==> config.mk <==
export PLATFORM = sky130hd
export DESIGN_NAME = sdft_tick_scheduler
export DESIGN_NICKNAME = d
export VERILOG_FILES = /design/src/rtl/sdft_sched_pkg.sv /design/src/rtl/sdft_sample_fifo.sv /design/src/rtl/sdft_tick_scheduler.sv
export SDC_FILE = /design/constraint.sdc
export NUM_CORES = 1
export LEC_CHECK = 0
export CORE_UTILIZATION = 50
export CTS_BUF_LIST = sky130_fd_sc_hd__clkbuf_16
export CTS_CLUSTER_SIZE = 14
export DETAILED_ROUTE_END_ITERATION = 12
export PLACE_DENSITY = 0.73
export SLEW_MARGIN = 20
export SYNTH_ARGS = -nofsm -noshare
export SYNTH_HDL_FRONTEND = slang
export SYNTH_SLANG_ARGS = --single-unit
==> constraint.sdc <==
create_clock -name clk_i -period 5.6 [get_ports clk_i]
set_clock_uncertainty 0.2 [all_clocks]
set_input_delay 1.12 -clock clk_i [delete_from_list [all_inputs] [get_ports clk_i]]
set_output_delay 1.12 -clock clk_i [all_outputs]
set_load 0.01 [all_outputs]
==> src/rtl/sdft_sched_pkg.sv <==
// Shared types and sizing helpers for the sdft tick scheduler.
package sdft_sched_pkg;

    typedef enum logic [1:0] {
        IDLE  = 2'd0,
        RUN   = 2'd1,
        GUARD = 2'd2
    } state_t;

    // Watchdog budget: the sweep takes N cycles plus a few cycles of handshake slack.
    function automatic int wdog_limit(input int n);
        return n + 4;
    endfunction

    function automatic int cnt_w(input int max_val);
        return (max_val < 2) ? 1 : $clog2(max_val + 1);
    endfunction

    function automatic int level_w(input int depth);
        return $clog2(depth) + 1;
    endfunction

endpackage

==> src/rtl/sdft_sample_fifo.sv <==
// Synchronous sample FIFO with clear; head word is read combinationally.
module sdft_sample_fifo
    import sdft_sched_pkg::*;
#(
    parameter int DW    = 16,
    parameter int DEPTH = 4
) (
    input  logic                      clk,
    input  logic                      srst,
    input  logic                      clear,
    input  logic                      push,
    input  logic                      pop,
    input  logic [DW-1:0]             din,
    output logic [DW-1:0]             dout,
    output logic                      full,
    output logic                      empty,
    output logic [level_w(DEPTH)-1:0] level
);
    localparam int AW = $clog2(DEPTH);
    localparam int LW = level_w(DEPTH);

    logic [DW-1:0] mem [DEPTH];
    logic [AW:0]   wptr;
    logic [AW:0]   rptr;

    always_ff @(posedge clk) begin
        if (srst || clear) begin
            wptr <= '0;
            rptr <= '0;
        end else begin
            if (push) wptr <= wptr + (AW+1)'(1);
            if (pop)  rptr <= rptr + (AW+1)'(1);
        end
    end

    // Storage is not reset; a clear only moves the pointers.
    always_ff @(posedge clk) begin
        if (push && !clear) mem[wptr[AW-1:0]] <= din;
    end

    assign level = LW'(wptr - rptr);
    assign full  = (level == LW'(DEPTH));
    assign empty = (level == '0);
    assign dout  = mem[rptr[AW-1:0]];

endmodule

==> src/rtl/sdft_tick_scheduler.sv <==
// Paces samples into an sdft: one tick per finished sweep, FIFO-buffered input.
// Statistics outputs (drop count, peak fill) exist only when SDFT_SCHED_STATS_EN is defined.
module sdft_tick_scheduler
    import sdft_sched_pkg::*;
#(
    parameter int N          = 4048,
    parameter int DW         = 16,
    parameter int FIFO_DEPTH = 4,
    parameter int GUARD      = 2,
    parameter int CNTW       = 16
) (
    input  logic                           clk_i,
    input  logic                           srst_i,
    input  logic [DW-1:0]                  s_data_i,
    input  logic                           s_valid_i,
    output logic                           s_ready_o,
    input  logic                           flush_i,
    output logic                           tick_o,
    output logic [DW-1:0]                  data_o,
    input  logic                           eob_i,
    output logic                           busy_o,
    output logic                           warm_o,
    output logic                           timeout_o,
    output logic [CNTW-1:0]                drop_cnt_o,
    output logic [level_w(FIFO_DEPTH)-1:0] max_fill_o,
    output state_t                         state_o
);
    localparam int     LW         = level_w(FIFO_DEPTH);
    localparam int     WDOG_LIMIT = wdog_limit(N);
    localparam int     WW         = cnt_w(WDOG_LIMIT);
    localparam int     GW         = cnt_w(GUARD);
    localparam int     GL         = (GUARD > 0) ? GUARD - 1 : 0;
    localparam int     MW         = cnt_w(N);
    localparam state_t AFTER_RUN  = (GUARD == 0) ? IDLE : sdft_sched_pkg::GUARD;

    state_t        state;
    logic [WW-1:0] wdog;
    logic [GW-1:0] gcnt;
    logic [MW-1:0] warm_cnt;
    logic [DW-1:0] head;
    logic          full;
    logic          empty;
    logic [LW-1:0] level;
    logic          push;
    logic          pop;

    // Upstream cannot stall: whatever arrives while full is counted as a drop.
    assign push      = s_valid_i && !full;
    assign pop       = (state == IDLE) && !empty && !flush_i;
    assign s_ready_o = !full;

    sdft_sample_fifo #(.DW(DW), .DEPTH(FIFO_DEPTH)) u_fifo (
        .clk   (clk_i),
        .srst  (srst_i),
        .clear (flush_i),
        .push  (push),
        .pop   (pop),
        .din   (s_data_i),
        .dout  (head),
        .full  (full),
        .empty (empty),
        .level (level)
    );

    always_ff @(posedge clk_i) begin
        if (srst_i) begin
            state     <= IDLE;
            tick_o    <= 1'b0;
            data_o    <= '0;
            wdog      <= '0;
            gcnt      <= '0;
            timeout_o <= 1'b0;
        end else begin
            tick_o <= 1'b0;
            case (state)
                IDLE: begin
                    if (pop) begin
                        data_o <= head;
                        tick_o <= 1'b1;
                        wdog   <= '0;
                        state  <= RUN;
                    end
                end
                RUN: begin
                    if (eob_i) begin
                        gcnt  <= '0;
                        state <= AFTER_RUN;
                    end else if (wdog == WW'(WDOG_LIMIT)) begin
                        timeout_o <= 1'b1;
                        gcnt      <= '0;
                        state     <= AFTER_RUN;
                    end else begin
                        wdog <= wdog + WW'(1);
                    end
                end
                sdft_sched_pkg::GUARD: begin
                    if (gcnt == GW'(GL)) state <= IDLE;
                    else                 gcnt  <= gcnt + GW'(1);
                end
                default: state <= IDLE;
            endcase
        end
    end

    // Counts ticks actually presented, so warm_o rises the cycle after the Nth tick.
    always_ff @(posedge clk_i) begin
        if (srst_i || flush_i)                 warm_cnt <= '0;
        else if (tick_o && warm_cnt != MW'(N)) warm_cnt <= warm_cnt + MW'(1);
    end

    assign warm_o  = (warm_cnt == MW'(N));
    assign busy_o  = (state != IDLE);
    assign state_o = state;

`ifdef SDFT_SCHED_STATS_EN
    logic [CNTW-1:0] drop_cnt;
    logic [LW-1:0]   max_fill;

    always_ff @(posedge clk_i) begin
        if (srst_i) begin
            drop_cnt <= '0;
            max_fill <= '0;
        end else begin
            if (s_valid_i && full && drop_cnt != '1) drop_cnt <= drop_cnt + CNTW'(1);
            if (flush_i)               max_fill <= '0;
            else if (level > max_fill) max_fill <= level;
        end
    end

    assign drop_cnt_o = drop_cnt;
    assign max_fill_o = max_fill;
`else
    logic unused_level;
    assign unused_level = ^level;
    assign drop_cnt_o   = '0;
    assign max_fill_o   = '0;
`endif

endmodule

==> summary.md <==
| Metric | Value |
|---|---|
| Gr busiest metal | met2 |
| Htree depth | 4 |
| Worst R2R End | u_fifo.mem[3][13] |
| First-pass GRT wire length | 15.2 mm |
| Setup repair after global routing missed its margin | false |
| Most frequent cells in the layout | edfxtp_1 (64), dfxtp_1 (52), clkdlybuf4s50_1 (43), nand2_1 (40), nor2_1 (32) |
| Placed Cells | 560 |
| DR vias/cell | 5.36 |
| Chip width | 102 µm |
| Final wirelength | 9.31 mm |
| Max FO, Critical Path | 19 |
| Clock Path Buffers | 2 |
| Post-Syn Area | 4980 µm² |
| Die H | 102 µm |
| Total net switching power | 0.485 mW |
| Setup TNS Final | 0 ns |
| FF-to-FF setup slack | 2.18 ns |
| Core area | 9730 µm² |
| Leak Pwr | 1.97 nW |
| XOR/XNOR Fraction of Synth Area | 3.11% |
| Final #Nets | 479 |
| CTS Hold Bufs | 0 |
| CTS Buf Count | 17 |
| Worst R2R Start | u_fifo.rptr[1] |
| Root Driver | clkbuf_16 |
| Sequential power share | 44.0% |
| Synth Area in Simple Gates | 11.5% |
| Part of the cycle the worst path needs | 71.4% |
| Max Freq | 0.250 GHz |
| Post-place instance area | 5420 µm² |
| Number of diodes | 0 |
| Synth Area in Compound Gates | 9.04% |
| Setup WS post-layout | 1.60 ns |
| Met3 Resource Use GR | 6.43% |
| Largest family of logic cells by synthesized area | simple AND/OR/NAND/NOR gates |
| Sw frac | 22.7% |
| Crit path capture type | output port |
| Clk_lat worst skew | 0.41 ns |
| Max Cap Violations | 0 |
| I/O Buffers | 43 |
| Place WS | 1.98 ns |
| Cell variety after synth | 48 |
| Logic pwr share | 9.0% |
| Util after Layout | 61.4% |
| Total Routing Usage GR | 20.2% |
| Initial core utilization | 51.2% |
| Tmin final | 4.00 ns |
| Synth Warn # | 0 |
| Post-route DRC | 0 |
| Largest net degree at the start of global routing | 26 |
| CTS tree | done |
| Clk sinks | 116 |
| M2 GR Usage | 33.2% |
| Drt wl/cell | 15.7 µm |
| Slew margin rel. | 35.0% |
| EDFF count, synth | 64 |
| Status | completed |
| Number of global-route vias before repair | 3048 |
| Synth async-reset ratio | 0% |
| Pins Over Slew Limit | 0 |
| Layout cells sized above 1 | 13.9% |
| Most common flop cell mapped by yosys | edfxtp_1 |
| Syn Inst Count | 399 |
| Slew @ Worst Pin | 0.972 ns |
| Post-CTS Setup Bufs | 0 |
| CTS clock-pin slew for the worst setup and hold paths | 0.05 ns |
| Share of total power in the clock network | 47.1% |
| Initial antenna violation count | 0 |
| Most common cell after layout, fill and taps aside | edfxtp_1 |
| Rows | 36 |
| Post-cts resize count | 0 |
| Overflow after GRT | 0 |
| Pint | 1.65 mW |
| Final Hold Fails | 0 |
| Setup CP Type | register to output port |
| Seq/Total Area, Yosys | 59.4% |
| P per Cell Area | 357 nW/µm² |
| DP HPWL | 5.86 mm |
| Multiplexer share of the synthesized area | 7.83% |
| Area growth, synth to finish | 19.8% |
| Hold Crit Class | register to register |
| CP required | 4.28 ns |
| Worst Setup SP | u_fifo.rptr[1] |
| Placer Congestion | 0.798 |
| Reg2Reg Depth | 7 |
| Post-Syn Area per Cell | 12.5 µm² |
| Finished Layout Cells | 592 |
| Worst VDD drop | 248 µV |
| Final setup violation count | 0 |
| Number of synthesized register bits | 116 |
| Post-Layout Inst Area | 5970 µm² |
| Met1 Use GR | 24.5% |
| Crit path arrival time | 2.68 ns |
| CP startpoint kind | register |
| Post-Synth Adder-Cell Area | 3.01% |
| Number of DRC markers in iteration 0 | 107 |
| Vias | 3172 |
| Crit path to | s_ready_o |
| Drt pass-1 iters | 4 |
| Io pins | 63 |
| Die area | 10400 µm² |
| Routed Antenna Nets | 0 |
[through the flow]
step           hold slack [ns]  total power, mW
2_1_floorplan            0.254             1.09
3_3_place_gp             0.245             1.14
3_5_place_dp             0.249             1.15
4_1_cts                  0.256             2.15
5_1_grt                  0.274             2.20
6_report                 0.254             2.13
[cell type report]
class,count,area [µm²]
clock buffers,17,425
fillers,775,3760
clock inverters,15,128
multi-input cells,253,1790
inverters,13,48.8
flip-flops and latches,116,2960
repair buffers,45,445
well taps,133,166
[synthesized netlist by cell type, types with 2 or more instances]
cell type / count / area (µm²)
a21oi_1: 30 / 150
a21oi_2: 4 / 35.0
a311oi_2: 5 / 75.1
a31oi_1: 2 / 12.5
and2_1: 4 / 25.0
and3_1: 2 / 12.5
buf_2: 3 / 15.0
buf_4: 21 / 158
buf_6: 3 / 33.8
clkbuf_1: 7 / 26.3
dfxtp_1: 52 / 1040
edfxtp_1: 64 / 1920
ha_1: 12 / 150
inv_1: 13 / 48.8
mux2i_1: 3 / 30.0
mux4_2: 16 / 360
nand2_1: 40 / 150
nand2b_1: 2 / 12.5
nand3_1: 9 / 45.0
nand4_1: 6 / 37.5
nand4bb_1: 2 / 22.5
nor2_1: 32 / 120
nor2b_1: 2 / 12.5
nor3_1: 6 / 30.0
o211ai_1: 3 / 22.5
o21ai_0: 15 / 75.1
o31ai_1: 2 / 15.0
or2_2: 3 / 18.8
or3_1: 4 / 25.0
xnor2_1: 6 / 52.6
xnor2_2: 2 / 32.5
xor2_1: 8 / 70.1
[sequential cells by signal, indices dropped and copies added (netlist names)]
name	count
data_o	16
gcnt	2
state_o	2
tick_o	1
timeout_o	1
u_fifo.mem	64
u_fifo.rptr	3
u_fifo.wptr	3
warm_cnt	12
wdog	12
[how the worst min path moves through the flow]
stage | from | endpoint | slack (ns) | depth (start not counted)
floorplan | gcnt[1] | gcnt[1] | 0.25 | 2
global placement | data_o[6] | data_o[6] | 0.25 | 2
detailed placement | data_o[1] | data_o[1] | 0.25 | 2
CTS | data_o[1] | data_o[1] | 0.26 | 2
global route | data_o[8] | data_o[8] | 0.27 | 2
finish | data_o[1] | data_o[1] | 0.25 | 2
[worst max-delay path, cell delays in order, from the launching register on]
cell and delay (ns):
dfxtp_1 0.87, inv_1 0.10, ha_1 0.23, nor2b_1 0.24, xnor2_2 0.21, nand3_1 0.12, clkdlybuf4s50_1 0.49
[routing by layer]
layer | vias up | share of wire (%)
li1 | 1498 | -
met1 | 1587 | 44
met2 | 79 | 51
met3 | 8 | 4.2
met4 | 0 | 1.0
met5 | - | 0
[power by group through the flow]
stage	registers (mW)	clock network (mW)	logic, mW
5_1_grt	0.940	1.05	0.211
4_1_cts	0.938	1.02	0.193
3_5_place_dp	0.955	0	0.191
3_3_place_gp	0.953	0	0.188
2_1_floorplan	0.958	0	0.133
6_report	0.938	1.00	0.192
[logic make-up after synthesis]
| group | after synthesis |
|---|---|
| mux | 19 |
| xor+xnor | 16 |
| buf+inv | 48 |
| compound gates | 68 |
| other cells | 1 |
| simple gates | 119 |
| flops | 116 |
| fa+ha+maj | 12 |
No activity file was read; power rests on OpenSTA's default activity.
